`config.mk`:
```
export PLATFORM = sky130hd
export DESIGN_NAME = cordic_arbiter
export DESIGN_NICKNAME = d
export VERILOG_FILES = /design/src/rtl/cordic_pkg.sv /design/src/rtl/cordic_tag_fifo.sv /design/src/rtl/cordic_arbiter.sv
export SDC_FILE = /design/constraint.sdc
export NUM_CORES = 1
export LEC_CHECK = 0
export CORE_AREA = 10 10 302 304
export CTS_BUF_LIST = sky130_fd_sc_hd__clkbuf_4 sky130_fd_sc_hd__clkbuf_8 sky130_fd_sc_hd__clkbuf_16
export DETAILED_ROUTE_END_ITERATION = 16
export DIE_AREA = 0 0 312 314
export GPL_TIMING_DRIVEN = 0
export PLACE_DENSITY = 0.47
export SYNTH_ARGS = -nofsm -noshare
export SYNTH_HDL_FRONTEND = slang
export SYNTH_SLANG_ARGS = --single-unit
```
`constraint.sdc`:
```
create_clock -name i_clk -period 3.4 [get_ports i_clk]
set_clock_uncertainty 0.1 [all_clocks]
set_input_delay 0.34 -clock i_clk [delete_from_list [all_inputs] [get_ports i_clk]]
set_output_delay 0.34 -clock i_clk [all_outputs]
set_load 0.01 [all_outputs]
```
`src/rtl/cordic_pkg.sv`:
```
// cordic_pkg: shared CORDIC operand width, mode constants and request/response payload types.
package cordic_pkg;
  localparam int INT_BITS = 3;
  localparam int FRACTIONAL_BITS = 30;
  localparam int CORDIC_BITS = INT_BITS + FRACTIONAL_BITS;
  localparam logic signed [1:0] HYPERBOLIC = -2'sd1;
  localparam logic signed [1:0] LINEAR = 2'sd0;
  localparam logic signed [1:0] CIRCULAR = 2'sd1;
  typedef struct packed {
    logic signed [CORDIC_BITS-1:0] x;
    logic signed [CORDIC_BITS-1:0] y;
    logic signed [CORDIC_BITS-1:0] z;
    logic signed [1:0] mode;
    logic rot_en;
  } cordic_req_t;
  typedef struct packed {
    logic signed [CORDIC_BITS-1:0] x;
    logic signed [CORDIC_BITS-1:0] y;
    logic signed [CORDIC_BITS-1:0] z;
    logic signed [1:0] mode;
    logic rot_en;
  } cordic_rsp_t;
endpackage

```
`src/rtl/cordic_tag_fifo.sv`:
```
// cordic_tag_fifo: in-order requester-index FIFO; push ignored when full, pop ignored when empty.
module cordic_tag_fifo #(
  parameter int W = 2,
  parameter int DEPTH = 16,
  localparam int AW = $clog2(DEPTH)
) (
  input  logic          i_clk,
  input  logic          i_rst_n,
  input  logic          i_push,
  input  logic [W-1:0]  i_data,
  input  logic          i_pop,
  output logic [W-1:0]  o_data,
  output logic          o_empty,
  output logic          o_full,
  output logic [AW:0]   o_count
);
  logic [W-1:0] mem_q [DEPTH];
  logic [AW-1:0] wr_q, wr_d, rd_q, rd_d;
  logic [AW:0] cnt_q, cnt_d;
  logic push_ok, pop_ok;
  always_comb begin
    push_ok = i_push && !o_full;
    pop_ok = i_pop && !o_empty;
    wr_d = wr_q + AW'(push_ok);
    rd_d = rd_q + AW'(pop_ok);
    cnt_d = cnt_q + (AW+1)'(push_ok) - (AW+1)'(pop_ok);
  end
  always_ff @(posedge i_clk or negedge i_rst_n)
    if (!i_rst_n) begin
      wr_q <= '0;
      rd_q <= '0;
      cnt_q <= '0;
    end else begin
      wr_q <= wr_d;
      rd_q <= rd_d;
      cnt_q <= cnt_d;
    end
  always_ff @(posedge i_clk)
    if (push_ok) mem_q[wr_q] <= i_data;
  assign o_data = mem_q[rd_q];
  assign o_empty = cnt_q == '0;
  assign o_full = cnt_q == (AW+1)'(DEPTH);
  assign o_count = cnt_q;
endmodule

```
`src/rtl/cordic_arbiter.sv`:
```
// cordic_arbiter: round-robin sharing of one pipelined CORDIC core with in-order response routing.
// Define CORDIC_ARB_PERF_EN to build saturating per-requester grant counters.
module cordic_arbiter
  import cordic_pkg::*;
#(
  parameter int N_REQ = 4,
  parameter int BITS = 33,
  parameter int MAX_OUTSTANDING = 16,
  parameter int CNT_W = 16
) (
  input  logic                          i_clk,
  input  logic                          i_rst_n,
  input  logic [N_REQ-1:0]              i_req_valid,
  output logic [N_REQ-1:0]              o_req_ready,
  input  cordic_req_t [N_REQ-1:0]       i_req,
  output logic [N_REQ-1:0]              o_rsp_valid,
  output cordic_rsp_t                   o_rsp,
  output logic                          o_cordic_ready,
  output cordic_req_t                   o_cordic_req,
  input  logic                          i_cordic_valid,
  input  cordic_rsp_t                   i_cordic_rsp,
  output logic                          o_busy,
  output logic                          o_err,
  output logic [N_REQ-1:0][CNT_W-1:0]   o_grant_count
);
  localparam int TW = $clog2(N_REQ);
  localparam int AW = $clog2(MAX_OUTSTANDING);
  if (BITS != CORDIC_BITS) begin : g_bits_check
    $error("cordic_arbiter: BITS must equal cordic_pkg::CORDIC_BITS");
  end
  logic [TW-1:0] rr_q, rr_d, off, gnt_idx, tag;
  logic [TW:0] gsum;
  logic [2*N_REQ-1:0] dbl;
  logic any, grant, full, empty, pop;
  logic [AW:0] count;
  cordic_req_t creq_q, creq_d;
  cordic_rsp_t rsp_q, rsp_d;
  logic cready_q, cready_d, err_q, err_d;
  logic [N_REQ-1:0] rsp_valid_q, rsp_valid_d;
  // Rotate valids so bit 0 is rr_ptr; the lowest set bit is the round-robin winner.
  always_comb begin
    dbl = {i_req_valid, i_req_valid} >> rr_q;
    any = 1'b0;
    off = '0;
    for (int i = N_REQ - 1; i >= 0; i--)
      if (dbl[i]) begin
        any = 1'b1;
        off = TW'(i);
      end
    gsum = {1'b0, rr_q} + {1'b0, off};
    gnt_idx = gsum >= (TW+1)'(N_REQ) ? TW'(gsum - (TW+1)'(N_REQ)) : gsum[TW-1:0];
    grant = any && !full && i_rst_n;
    o_req_ready = grant ? N_REQ'(1) << gnt_idx : '0;
    rr_d = grant ? (gnt_idx == TW'(N_REQ - 1) ? '0 : gnt_idx + TW'(1)) : rr_q;
    creq_d = grant ? i_req[gnt_idx] : creq_q;
    cready_d = grant;
    pop = i_cordic_valid && !empty;
    rsp_d = pop ? i_cordic_rsp : rsp_q;
    rsp_valid_d = pop ? N_REQ'(1) << tag : '0;
    err_d = err_q || (i_cordic_valid && empty);
  end
  always_ff @(posedge i_clk or negedge i_rst_n)
    if (!i_rst_n) begin
      rr_q <= '0;
      creq_q <= '0;
      cready_q <= 1'b0;
      rsp_q <= '0;
      rsp_valid_q <= '0;
      err_q <= 1'b0;
    end else begin
      rr_q <= rr_d;
      creq_q <= creq_d;
      cready_q <= cready_d;
      rsp_q <= rsp_d;
      rsp_valid_q <= rsp_valid_d;
      err_q <= err_d;
    end
  cordic_tag_fifo #(.W(TW), .DEPTH(MAX_OUTSTANDING)) u_tag_fifo (
    .i_clk   (i_clk),
    .i_rst_n (i_rst_n),
    .i_push  (grant),
    .i_data  (gnt_idx),
    .i_pop   (pop),
    .o_data  (tag),
    .o_empty (empty),
    .o_full  (full),
    .o_count (count)
  );
  assign o_cordic_req = creq_q;
  assign o_cordic_ready = cready_q;
  assign o_rsp = rsp_q;
  assign o_rsp_valid = rsp_valid_q;
  assign o_err = err_q;
  assign o_busy = count != '0;
`ifdef CORDIC_ARB_PERF_EN
  logic [N_REQ-1:0][CNT_W-1:0] cnt_q, cnt_d;
  always_comb begin
    cnt_d = cnt_q;
    for (int i = 0; i < N_REQ; i++)
      if (o_req_ready[i] && !(&cnt_q[i])) cnt_d[i] = cnt_q[i] + CNT_W'(1);
  end
  always_ff @(posedge i_clk or negedge i_rst_n)
    if (!i_rst_n) cnt_q <= '0;
    else cnt_q <= cnt_d;
  assign o_grant_count = cnt_q;
`else
  assign o_grant_count = '0;
`endif
endmodule
```
* Yosys cells after proc, flatten, opt, wreduce, memory -nomap -nowiden
Memory sizes are Yosys's and may differ from the RTL's.
Cells that the tools add are included.
** Word-level totals
- Bits in registers :: 225
- Memory bits (writable) :: 32
- Output and inout bits :: 279
- Memories kept :: 1
** Memories
- u_tag_fifo.mem_q :: depth 16, bits a word 2, read ports 1, clocked after memory_dff 0, wr ports 1, RTL line cordic_tag_fifo.sv:17 : logic [W-1:0] mem_q [DEPTH];
** Operators by class
- Add/subtract/negate cells :: 7
- Magnitude comparators :: 2
- Equal/unequal tests :: 2
- Shift operators :: 3
- Muxes and demuxes :: 16
- Reduce and logical (&&, ||, !) cells :: 11
** Operator list (number)
- binary-select mux 102 bit (select 2 bit) :: 1
- 2-to-1 mux 102 bit :: 1
- 2-to-1 mux 2 bit :: 6
- adder 4 x 1 -> 4 bit :: 2
- 2-to-1 mux 4 bit :: 2
- << shifter 1 x 2 -> 4 bit (first input constant) :: 2
- right shift 8 x 2 -> 4 bit :: 1
- logical AND 1 bit :: 6
- 2-to-1 mux 1 bit :: 6
- adder 5 x 1 -> 5 bit :: 1
- equality test 5 bit (second input constant) :: 1
- logical NOT 5 bit :: 1
- nonzero test 5 bit :: 1
- subtractor 5 x 1 -> 5 bit :: 1
- adder 2 x 2 -> 3 bit :: 1
- >= comparator 3 bit (second input constant) :: 1
- less-than comparator 2 x 3 -> 1 bit (second input constant) :: 1
- adder 2 x 1 -> 2 bit (second input constant) :: 1
- equality test 2 bit (second input constant) :: 1
- logical NOT 1 bit :: 2
- subtractor 2 x 1 -> 2 bit (second input constant) :: 1
- logical OR 1 bit :: 1

* Logic depth before layout (Yosys ltp)
- Depth in word-level cells :: 10
- Depth in mapped cells :: 16

* Modules after synthesis
A second synthesis with hierarchy kept.
** Unflattened totals
- Cell total of the unflattened synthesis :: 1159
- Area, all modules :: 13445.4 sq um
** Modules (own cells, without submodules)
- cordic_arbiter :: times used 1, cells an instance 1025, area an instance 11437.2 sq um, seq. area each 5305.1 sq um
- cordic_tag_fifo :: times used 1, cells an instance 134, area an instance 2008.2 sq um, seq. area each 1286.2 sq um

* Least setup slack after synthesis
OpenSTA, ideal clock, no wires.
- Kind :: register -> register
- Start point :: register u_tag_fifo.cnt_q[3] (netlist: u_tag_fifo.o_count[3])
- End point :: register u_tag_fifo.cnt_q[4] (netlist: u_tag_fifo.o_count[4])
- Library setup time :: 125 ps
- Arrival :: 3004 ps
- Setup slack :: 171 ps
- Cell stages (with the launch flop) :: 17
- Buffers on the path :: 1
- Cells stage by stage :: dfrtp_1 -> inv_1 -> ha_1 -> or4b_2 -> nand2_1 -> inv_2 -> clkbuf_1 -> ha_1 -> inv_1 -> ha_1 -> inv_1 -> fa_1 -> inv_1 -> a21oi_1 -> nor2_1 -> nor2_1 -> xnor2_1
** RTL lines
- from (decl) :: RTL line cordic_tag_fifo.sv:19 : logic [AW:0] cnt_q, cnt_d;
- from (signal assigned) :: RTL line cordic_tag_fifo.sv:36 : cnt_q <= cnt_d;
- logical NOT 5 bit :: RTL line cordic_tag_fifo.sv:41 : assign o_empty = cnt_q == '0;
- logical NOT 1 bit :: RTL line cordic_arbiter.sv:57 : pop = i_cordic_valid && !empty;
- logical AND 1 bit :: RTL line cordic_arbiter.sv:57
- net pop :: RTL line cordic_arbiter.sv:34 : logic any, grant, full, empty, pop;
- logical AND 1 bit :: RTL line cordic_tag_fifo.sv:23 : pop_ok = i_pop && !o_empty;
- subtractor 5 x 1 -> 5 bit :: RTL line cordic_tag_fifo.sv:26 : cnt_d = cnt_q + (AW+1)'(push_ok) - (AW+1)'(pop_ok);
- net u_tag_fifo.cnt_d[4] :: RTL line cordic_tag_fifo.sv:19
The timed path passes the listed nets, and every way through them passes these cells.
A chain may end at the register's enable or synchronous reset.

* Final worst setup path
- Start point :: register rr_q[0]
- End point :: output o_req_ready[1]
** Between the ends
- Cells in the longest elaborated chain, start to end :: 10
** RTL lines
- from (decl) :: RTL line cordic_arbiter.sv:31 : logic [TW-1:0] rr_q, rr_d, off, gnt_idx, tag;
- from (signal assigned) :: RTL line cordic_arbiter.sv:71 : rr_q <= rr_d;
- right shift 8 x 2 -> 4 bit :: RTL line cordic_arbiter.sv:42 : dbl = {i_req_valid, i_req_valid} >> rr_q;
- 2-to-1 mux 2 bit (4 in a row) :: RTL line cordic_arbiter.sv:46 : if (dbl[i]) begin
- adder 2 x 2 -> 3 bit * :: RTL line cordic_arbiter.sv:50 : gsum = {1'b0, rr_q} + {1'b0, off};
- >= comparator 3 bit or subtractor 2 x 1 -> 2 bit (tied branches) :: RTL line cordic_arbiter.sv:51 : gnt_idx = gsum >= (TW+1)'(N_REQ) ? TW'(gsum - (TW+1)'(N_REQ)) : gsum[TW-1:0];
- 2-to-1 mux 2 bit * :: RTL line cordic_arbiter.sv:51
- net gnt_idx[1] :: RTL line cordic_arbiter.sv:31
- << shifter 1 x 2 -> 4 bit * :: RTL line cordic_arbiter.sv:53 : o_req_ready = grant ? N_REQ'(1) << gnt_idx : '0;
- 2-to-1 mux 4 bit * :: RTL line cordic_arbiter.sv:53
- to (decl) :: RTL line cordic_arbiter.sv:14 : output logic [N_REQ-1:0] o_req_ready,
The timed path passes the listed nets; every way through them passes the cells marked *.

==> summary.txt <==
Run
  – MaxCap Viol Count: 0

Logic synthesis
  – Yosys warns: 0
  – Seq/Total Area, Yosys: 43.0%
  – Mapped Area: 15300 µm²
  – Flop and latch count out of synthesis: approximately 260
  – Async SR Flop Fraction: 87.5%
  – Number of flops mapped to enable cells by yosys: 32
  – Top FF cell, synth: dfrtp_1
  – Distinct cell type count after synthesis: 54
  – Synth Instances: between 1500 and 2000
  – Avg Inst Size Synth: slightly above 10 µm²

GRT
  – Initial antenna violation count: 22
  – Largest net degree at the start of global routing: 107
  – Vias in the first global route: 16500
  – Total GRT Usage: between 10% and 20%
  – First-pass GRT wire length: 125 mm
  – Gr ovfl total: 0

Placed design
  – DP HPWL: between 70 and 80 mm
  – Dpl cells: between 3000 and 4000
  – Port Buffers: 731
  – GP Congestion: around 0.90

Critical path
  – Critical path launch point type: flip-flop
  – CP Class: reg -> out
  – Req. time, crit path: 2960 ps
  – Worst EP arrival: roughly 3000 ps
  – Crit path max fanout: 7
  – FF-to-FF setup slack: approximately 120 ps
  – Reg2Reg Depth: 11
  – Worst r2r src: rr_q[0]
  – Critical path endpoint category: output pin
  – Worst r2r dst: o_cordic_req[90]

Min path
  – Hold Crit Class: in -> reg
  – Hold Path Stages: 3
  – Endpoint, Worst Hold: o_rsp[11]
  – Hold_sp: i_cordic_rsp[11]

Drt
  – Antenna violation net count after detailed routing: 0
  – Routed vias/inst: roughly 4.3
  – Routed WL per cell: ~25 µm
  – Routed WL: just under 90 mm
  – Routed vias: 15300
  – Iter 0 DRT Violations: about 810
  – Drt pass-1 iters: 5
  – # DRC: 0

CTS
  – Cts bufs inserted: 35
  – CTS tree: built
  – CTS max path bufs: 3
  – Clk sinks: roughly 260
  – Clock transition at path regs: approximately 60 ps
  – Clock latency on the worst-skew pair: 560 ps
  – Clk root buf: clkbuf_16
  – Number of H-tree levels: 2

STA
  – Upper clock frequency limit: between 200 and 300 MHz
  – Slew @ Worst Pin: 977 ps
  – RSZ-0062 raised after global routing: yes
  – Setup slack after layout: -47.9 ps
  – Fin crit share: 101%
  – Final Hold Fails: 0
  – Max Transition Viols Final: 0
  – Setup TNS: -104 ps
  – Hold Slack: between 200 and 250 ps
  – Worst relative slew slack: 34.9%
  – Setup-failing EPs final: 4
  – Fin crit period: roughly 3400 ps

Outcome
  – Failing checks: setup timing
  – Status: complete, but fails checks

Floorplan
  – Core area: ~85000 µm²
  – Initial Util: a little under a fifth
  – Die height: 314 µm
  – Rows: roughly 110
  – DIE AREA: around 100000 µm²
  – Die width: approximately 310 µm
  – Num ports: 796

Finish
  – Area grow syn2layout: 71.8%
  – Fin nets: 2907
  – Proportion of layout cells with a drive suffix above 1: between 10% and 20%
  – Fin util: 31.0%
  – Final Non-Filler Cells: roughly 3500

Pwr
  – Leakage: around 0.011 µW
  – Pwr/cell area: 972 nW/µm²
  – Worst vdd ir: around 430 µV
  – Final Power: between 20000 and 30000 µW
## power breakdown
group	internal, µW	leakage [µW]	total (µW)	switching (µW)
Sequential	4280	0.00303	4870	590
Clock	2160	0.000572	3690	1530
Combinational	7110	0.00695	17000	9930
Total	13500	0.0106	25600	12100
## cells by family (layout without fill, tap and decap cells)
| logic type | after synthesis | in the layout | share of synthesized area [%] |
|---|---|---|---|
| AOI/OAI and AO/OA | 323 | 323 | 23.3 |
| xor gates and xnor gates | 10 | 10 | 0.571 |
| buffers and inverters | 218 | 1040 | 9.49 |
| and+or+nand+nor | 676 | 676 | 20.7 |
| other | 1 | 71 | 0.0245 |
| DFF | 257 | 257 | 43.0 |
| muxes | 12 | 12 | 1.53 |
| adders and majority gates | 16 | 16 | 1.35 |
## synthesized netlist by cell type (all sizes together) (3+ instances only)
cell     instances  share of area [%]
o31ai          104                7.7
clkbuf          82                2.1
o21ai            3              0.098
xor2             4               0.23
a21oi            4               0.13
nor4             3               0.16
nor3b            3               0.15
edfxtp          32                6.3
a2111oi        102                9.1
xnor2            6               0.34
nor2b          195                8.0
nor2            17               0.42
nand2          419                 10
ha              15                1.2
inv             15               0.37
buf            120                7.0
dfrtp          225                 37
and2b           13               0.65
mux4             9                1.3
a221oi         103                5.9
and2             4               0.16
nand3            3              0.098
nor3             8               0.26
## sequential cells by signal, summed over array words and instances, names as in the netlist
signal,count
o_cordic_req,102
o_cordic_ready,1
u_tag_fifo.wr_q,4
o_rsp,102
rr_q,2
u_tag_fifo.rd_q,4
u_tag_fifo.mem_q,32
u_tag_fifo.o_count,5
o_rsp_valid,4
o_err,1
## placed cells by master (no fill, tap or decap), types with 32 or more instances in the layout
cell type,count
clkdlybuf4s50_1,726
nand2_1,416
dfrtp_1,225
nor2b_1,195
buf_4,99
a221oi_1,82
a2111oi_2,81
o31ai_2,80
conb_1,64
clkbuf_1,52
clkbuf_16,37
edfxtp_1,32
## critical path, stage by stage, from the launching register on
cell and delay [ps]:
dfrtp_1 400, buf_6 130, nor2b_1 130, a221oi_2 240
a21o_1 120, o221ai_2 100, ha_4 220, xnor2_4 210
o31ai_4 160, buf_12 190, nand2_8 90, inv_6 40
ha_2 150, and2_4 130, buf_6 120
## area by class of cell
class                           count  area (µm²)
Clock inverter                      9        92.6
Timing Repair Buffer              765        7710
Inverter                           15        63.8
Tap cell                         1144        1430
Sequential cell                   257        6590
Buffer                            199        1490
Antenna cell                        7        17.5
Clock buffer                       52        1050
Fill cell                        8906       58500
Multi-Input combinational cell   1101        7890
## layer usage
layer	wire (µm)	track usage, %	vias up	part of all wire [%]
met5	169	0	-	0.19
met4	2090	4.20	26	2.3
met3	8140	6.58	108	9.1
met2	43900	30.3	674	49
met1	35000	19.7	7444	39
li1	-	-	7027	-
## how the worst max path moves through the flow
stage               cells past startpoint                  start  slack [ps]                     to
floorplan                              16  u_tag_fifo.o_count[3]         170  u_tag_fifo.o_count[4]
global placement                       13                i_rst_n      -11440  u_tag_fifo.o_count[4]
detailed placement                     11         i_req_valid[0]       -2720       o_cordic_req[88]
CTS                                    14                rr_q[0]        -250         o_req_ready[3]
global route                           14                rr_q[0]        -220         o_req_ready[1]
finish                                 14                rr_q[0]         -50         o_req_ready[1]
## per-stage QoR
| step | worst slack [ps] | cell area, µm² |
|---|---|---|
| after floorplan | 171 | 15600 |
| after global placement | -11440 | 24300 |
| after detailed placement | -2720 | 24400 |
| after CTS | -247 | 26200 |
| after global routing | -219 | 26300 |
| final | -47.9 | 26300 |
## timing repair
action	CTS	global route
endpoints found under the setup margin	128	104
buffers inserted	17	8
hold buffers	6	0
hold endpoints to repair	48	0
gates resized for setup	113	48
pin swaps	5	7
gates cloned	0	0
Note: power is estimated with default switching activity, not from simulation.
